$ cat config.mk
export PLATFORM = sky130hd
export DESIGN_NAME = mem_write_buffer
export DESIGN_NICKNAME = d
export VERILOG_FILES = /design/src/rtl/mem_write_buffer.sv
export SDC_FILE = /design/constraint.sdc
export NUM_CORES = 1
export LEC_CHECK = 0
export ABC_AREA = 1
export CORE_ASPECT_RATIO = 1.75
export CORE_MARGIN = 5
export CORE_UTILIZATION = 55
export DETAILED_ROUTE_END_ITERATION = 12
export PLACE_DENSITY = 0.89
export REMOVE_ABC_BUFFERS = 1
export SLEW_MARGIN = 20
export SYNTH_ARGS = -nofsm -noshare
export SYNTH_HDL_FRONTEND = slang
export SYNTH_SLANG_ARGS = --single-unit
$ cat constraint.sdc
create_clock -name clk -period 5.7 [get_ports clk]
set_input_delay 1.425 -clock clk [delete_from_list [all_inputs] [get_ports clk]]
set_output_delay 1.425 -clock clk [all_outputs]
set_load 0.01 [all_outputs]
$ cat src/rtl/mem_write_buffer.sv
// mem_write_buffer: posted-write FIFO between the cache memory-side port and
// external memory. Writes retire in one cycle and drain in the background;
// reads bypass buffered writes.
// Build option WBUF_FWD_EN: when defined, reads that hit a buffered write are
// served from the buffer (newest match). When undefined, a read waits for the
// buffer to drain fully and is always served by memory.
module mem_write_buffer #(
   parameter int unsigned ADDR_WIDTH = 32,
   parameter int unsigned DATA_WIDTH = 32,
   parameter int unsigned DEPTH      = 4
) (
   input  logic                  clk,
   input  logic                  rst_n,
   input  logic [ADDR_WIDTH-1:0] up_addr,
   input  logic                  up_rd,
   input  logic                  up_wr,
   input  logic [DATA_WIDTH-1:0] up_wdata,
   output logic [DATA_WIDTH-1:0] up_rdata,
   output logic                  up_ready,
   output logic [ADDR_WIDTH-1:0] dn_addr,
   output logic                  dn_rd,
   output logic                  dn_wr,
   output logic [DATA_WIDTH-1:0] dn_wdata,
   input  logic [DATA_WIDTH-1:0] dn_rdata,
   input  logic                  dn_ready,
   output logic                  empty
);

   localparam int unsigned PTR_W = (DEPTH > 1) ? $clog2(DEPTH) : 1;
   localparam int unsigned CNT_W = PTR_W + 1;

   typedef enum logic [1:0] {S_IDLE, S_RD, S_RESP, S_WR} state_e;

   state_e                state_q, state_d;
   logic [PTR_W-1:0]      head_q, head_d;
   logic [PTR_W-1:0]      tail_q, tail_d;
   logic [CNT_W-1:0]      count_q, count_d;
   logic                  up_ready_q, up_ready_d;
   logic [DATA_WIDTH-1:0] up_rdata_q, up_rdata_d;
   logic                  dn_rd_q, dn_rd_d;
   logic                  dn_wr_q, dn_wr_d;
   logic [ADDR_WIDTH-1:0] dn_addr_q, dn_addr_d;
   logic [DATA_WIDTH-1:0] dn_wdata_q, dn_wdata_d;
   logic                  empty_q, empty_d;

   logic [ADDR_WIDTH-1:0] ent_addr_q [DEPTH];
   logic [DATA_WIDTH-1:0] ent_data_q [DEPTH];

   logic                  rd_pending;
   logic                  rd_hit;
   logic                  rd_go;
   logic [DATA_WIDTH-1:0] hit_data;
   logic                  push;
   logic                  pop;

   // A request is only considered while no completion pulse is showing,
   // so a held request is never taken twice.
   assign rd_pending = up_rd & ~up_ready_q;
   assign pop        = (state_q == S_WR) & dn_ready;
   assign push       = up_wr & ~up_ready_q & ((count_q != CNT_W'(DEPTH)) | pop);

`ifdef WBUF_FWD_EN
   logic hit;

   // Scan oldest to newest so the newest matching entry wins
   always_comb begin
      hit      = 1'b0;
      hit_data = '0;
      for (int unsigned k = 0; k < DEPTH; k++) begin
         if ((CNT_W'(k) < count_q) &&
             (ent_addr_q[head_q + PTR_W'(k)][ADDR_WIDTH-1:2] == up_addr[ADDR_WIDTH-1:2])) begin
            hit      = 1'b1;
            hit_data = ent_data_q[head_q + PTR_W'(k)];
         end
      end
   end

   assign rd_hit = rd_pending & hit;
   assign rd_go  = rd_pending & ~hit;
`else
   assign hit_data = '0;
   assign rd_hit   = 1'b0;
   assign rd_go    = rd_pending & (count_q == '0);
`endif

   // Next-state: pointers, count, FSM and all registered outputs
   always_comb begin
      state_d    = state_q;
      head_d     = head_q;
      tail_d     = tail_q;
      up_ready_d = 1'b0;
      up_rdata_d = up_rdata_q;
      dn_rd_d    = dn_rd_q;
      dn_wr_d    = dn_wr_q;
      dn_addr_d  = dn_addr_q;
      dn_wdata_d = dn_wdata_q;

      if (push) tail_d = tail_q + PTR_W'(1);
      if (pop)  head_d = head_q + PTR_W'(1);
      count_d = count_q + CNT_W'(push) - CNT_W'(pop);

      if (push) up_ready_d = 1'b1;
      if (rd_hit) begin
         up_ready_d = 1'b1;
         up_rdata_d = hit_data;
      end

      case (state_q)
         S_IDLE: begin
            if (rd_go) begin
               state_d   = S_RD;
               dn_rd_d   = 1'b1;
               dn_addr_d = up_addr;
            end else if (count_q != '0) begin
               state_d    = S_WR;
               dn_wr_d    = 1'b1;
               dn_addr_d  = ent_addr_q[head_q];
               dn_wdata_d = ent_data_q[head_q];
            end
         end
         S_RD: begin
            if (dn_ready) begin
               state_d    = S_RESP;
               dn_rd_d    = 1'b0;
               up_rdata_d = dn_rdata;
               up_ready_d = 1'b1;
            end
         end
         S_RESP: state_d = S_IDLE;
         S_WR: begin
            if (dn_ready) begin
               state_d = S_IDLE;
               dn_wr_d = 1'b0;
            end
         end
         default: state_d = S_IDLE;
      endcase

      empty_d = (count_d == '0) && (state_d != S_WR);
   end

   // Control and output registers
   always_ff @(posedge clk or negedge rst_n) begin
      if (!rst_n) begin
         state_q    <= S_IDLE;
         head_q     <= '0;
         tail_q     <= '0;
         count_q    <= '0;
         up_ready_q <= 1'b0;
         up_rdata_q <= '0;
         dn_rd_q    <= 1'b0;
         dn_wr_q    <= 1'b0;
         dn_addr_q  <= '0;
         dn_wdata_q <= '0;
         empty_q    <= 1'b1;
      end else begin
         state_q    <= state_d;
         head_q     <= head_d;
         tail_q     <= tail_d;
         count_q    <= count_d;
         up_ready_q <= up_ready_d;
         up_rdata_q <= up_rdata_d;
         dn_rd_q    <= dn_rd_d;
         dn_wr_q    <= dn_wr_d;
         dn_addr_q  <= dn_addr_d;
         dn_wdata_q <= dn_wdata_d;
         empty_q    <= empty_d;
      end
   end

   // Entry storage; contents are qualified by count, so no reset needed
   always_ff @(posedge clk) begin
      if (push) begin
         ent_addr_q[tail_q] <= up_addr;
         ent_data_q[tail_q] <= up_wdata;
      end
   end

   assign up_ready = up_ready_q;
   assign up_rdata = up_rdata_q;
   assign dn_rd    = dn_rd_q;
   assign dn_wr    = dn_wr_q;
   assign dn_addr  = dn_addr_q;
   assign dn_wdata = dn_wdata_q;
   assign empty    = empty_q;

endmodule

==> key figures <==
Synth
  • Cell area after synthesis: 14,600 um^2
  • Most used flip-flop cell after synthesis: edfxtp_1
  • Ranking of synthesized cells by area: edfxtp_1, dfrtp_1, nand2_1
  • Synthesis-stage register bit count: 365
  • Mapped Avg Cell Area: 11.4 um^2
  • Fraction of synthesis flops using an asynchronous set or reset pin: 0.299
  • Synth Warn #: 0
  • Top cells by count, synth: nand2_1, edfxtp_1, nand3_1
  • Cell with the most instances after synthesis: nand2_1
  • Number of synthesized flops with an enable pin: 256
  • Area leader, netlist: edfxtp_1
  • Part of the Yosys area used for sequential elements: 0.715
  • Gate count after technology mapping: 1,281
  • Number of distinct library cell variants in the gate-level netlist after synthesis: 27
  • Top-area cell type share of the netlist area: 0.528

Route
  • First-pass detailed-route iteration total: 5
  • Routed wirelength normalized by instance count: 18.6 um
  • Via count of the routed design: 10,014
  • Post-route DRC: 0
  • Average via count per standard cell: 5.58
  • Post-Route WL: 33,400 um
  • Initial DRC Count: 804
  • ANT nets after route: 0

STA
  • Final setup slack of the worst path: 1.97 ns
  • RSZ-0062 raised after global routing: false
  • Final Skew: 0.0192 ns
  • Number of endpoints failing setup at the final stage: 0
  • Relative slew slack: 0.314
  • Final Cycle Share: 0.654
  • Final slew viol count: 0
  • Final min period: 3.73 ns
  • Final-layout setup total negative slack: 0 ns
  • Maximum frequency from static timing analysis: 268 MHz
  • Slew of the pin with the lowest slew margin: 1.03 ns
  • Final Hold Vio Count: 0

Place
  • Setup Slack @ Placement: 1.51 ns
  • GPL Wtd Cong: 0.791
  • Half-perimeter wire length after placement: 19,800 um
  • Post-DP Area: 16,600 um^2
  • Number of buffers inserted by port buffering: 200

Global route
  • Number of global-route vias before repair: 10,380
  • First-pass GRT wire length: 52,500 um
  • Overflow left after global routing: 0
  • Maximum number of pins on one net before global-route repair: 97
  • Number of antenna violations at the first check in global routing: 0
  • GRT Overall Usage: 0.220

Die
  • Starting density of the core: 0.559
  • Die W: 133 um
  • Number of core rows: 78
  • Die ar.: 30,000 um^2
  • Placeable core area: 26,100 um^2
  • Num ports: 201
  • Die height: 225 um

Finish
  • Number of antenna diodes: 0
  • Final core utilization: 0.678
  • Synthesis-to-finish area growth: 21.2%
  • Design Area, Final: 17,700 um^2
  • Number of nets in the layout: 1,558
  • Fraction of final layout cells with drive strength greater than 1: 0.0550

Clocking
  • TritonCTS clock tree: yes
  • Clock latency on the worst-skew pair: 0.56 ns
  • Num Clock Sinks: 365
  • Root buf cell: clkbuf_16
  • Htree depth: 1
  • Clock transition at the registers of the reported paths: 0.07 ns
  • Post-CTS Hold Fix Bufs: 0
  • Resize count post-CTS: 0
  • Buffer levels on the longest clock path: 3
  • Post-CTS setup buffers: 0
  • Cts bufs inserted: 30

Critical path
  • Required time worst endpoint: 6.18 ns
  • Startpoint type of the worst setup path: primary input
  • Endpoint kind of the worst setup timing path: flip-flop
  • Type of the setup path with the least slack: in -> reg
  • Arrival time reported for the critical path endpoint: 4.21 ns
  • Top fanout value on the critical path: 35

Flow run
  • Number of max-capacitance violations reported: 0

Power and ir drop
  • Overall power consumption: 9.52 mW
  • P_leak: 7.08 nW
  • Power density normalized to cell area: 539 nW/um^2
  • Worst supply voltage drop on vdd: 0.565 mV

Hold path
  • Worst hold path type: reg -> reg

Outcome
  • Run status: completed
[report_power, final]
group	switching (mW)	total, mW	internal [mW]
registers	0.378	3.94	3.56
clock network	0.903	2.10	1.19
logic	2.15	3.48	1.34
total	3.43	9.52	6.09
[worst max-delay path, cell delays in order]
cell and delay (ns):
clkdlybuf4s50_1 0.45, inv_1 0.06, nor2_4 0.06, buf_4 0.40, nand2_2 0.61, nand2_2 0.86
nand3_1 0.17, nand2_1 0.11
[final cells by class]
| class | instances | area (um^2) |
|---|---|---|
| Timing Repair Buffer | 210 | 2090 |
| Clock inverter | 13 | 121 |
| Tap cell | 320 | 400 |
| Clock buffer | 43 | 902 |
| Multi-Input combinational cell | 820 | 3640 |
| Sequential cell | 365 | 10400 |
| Fill cell | 1782 | 8400 |
| Inverter | 23 | 91.3 |
[metrics by stage]
step | std cells | hold WS (ns)
2_1_floorplan | 1208 | 0.492
3_3_place_gp | 1738 | 0.461
3_5_place_dp | 1738 | 0.464
4_1_cts | 1794 | 0.482
5_1_grt | 1794 | 0.497
6_report | 1794 | 0.475
[layer usage]
layer  part of all wire  global-route usage
met5                  0                   0
met3              0.075              0.0387
met4              0.032              0.0919
met2               0.54               0.410
met1               0.35               0.247
[sequential cells by signal (all words and copies together) (netlist names), 2 cells and up]
signal      count
ent_addr_q    128
state_q         2
ent_data_q    128
up_rdata       32
dn_addr        32
dn_wdata       32
tail_q          2
count_q         3
head_q          2
[layout by cell type, fill, tap and decap left out, types with 2 or more instances in the layout]
master           count
buf_4               10
bufinv_16            2
clkbuf_1             5
clkbuf_16           32
clkbuf_8             6
clkdlybuf4s50_1    199
clkinv_1             2
clkinv_2             7
dfrtp_1            107
edfxtp_1           256
ha_1                 6
inv_1               18
inv_2                3
inv_4                2
nand2_1            431
nand2_2              5
nand3_1            135
nand3b_1            32
nor2_1             101
nor2_2               2
nor2_4               5
o21ai_0             56
o21ai_1             41
xor2_1               2
[final timing paths]
path / slack [ns] / cells after the start / endpoint / from
worst min-delay path: 0.48 / 2 / dn_wdata[16]$_DFFE_PN0P_ / dn_wdata[16]$_DFFE_PN0P_
max in group asynchronous: 3.59 / 2 / dn_wdata[4]$_DFFE_PN0P_ / rst_n
worst max register to register: 2.89 / 6 / dn_addr[1]$_DFFE_PN0P_ / up_ready$_DFF_PN0_
worst min register to register: 0.48 / 2 / dn_wdata[16]$_DFFE_PN0P_ / dn_wdata[16]$_DFFE_PN0P_
min in group asynchronous: 1.02 / 1 / up_rdata[11]$_DFFE_PN0P_ / rst_n
worst max-delay path: 1.97 / 8 / dn_addr[1]$_DFFE_PN0P_ / up_rd
[cell families (layout without fill, tap and decap cells)]
logic type                 after synthesis  after routing  synth area share
adders and majority gates                7              7           0.00653
DFF                                    365            365             0.715
AOI/OAI and AO/OA                       98             98            0.0337
and+or+nand+nor                        713            713             0.206
buffers and inverters                   96            289            0.0375
xor gates and xnor gates                 2              2           0.00120
Note: power is estimated with default switching activity, not from simulation.
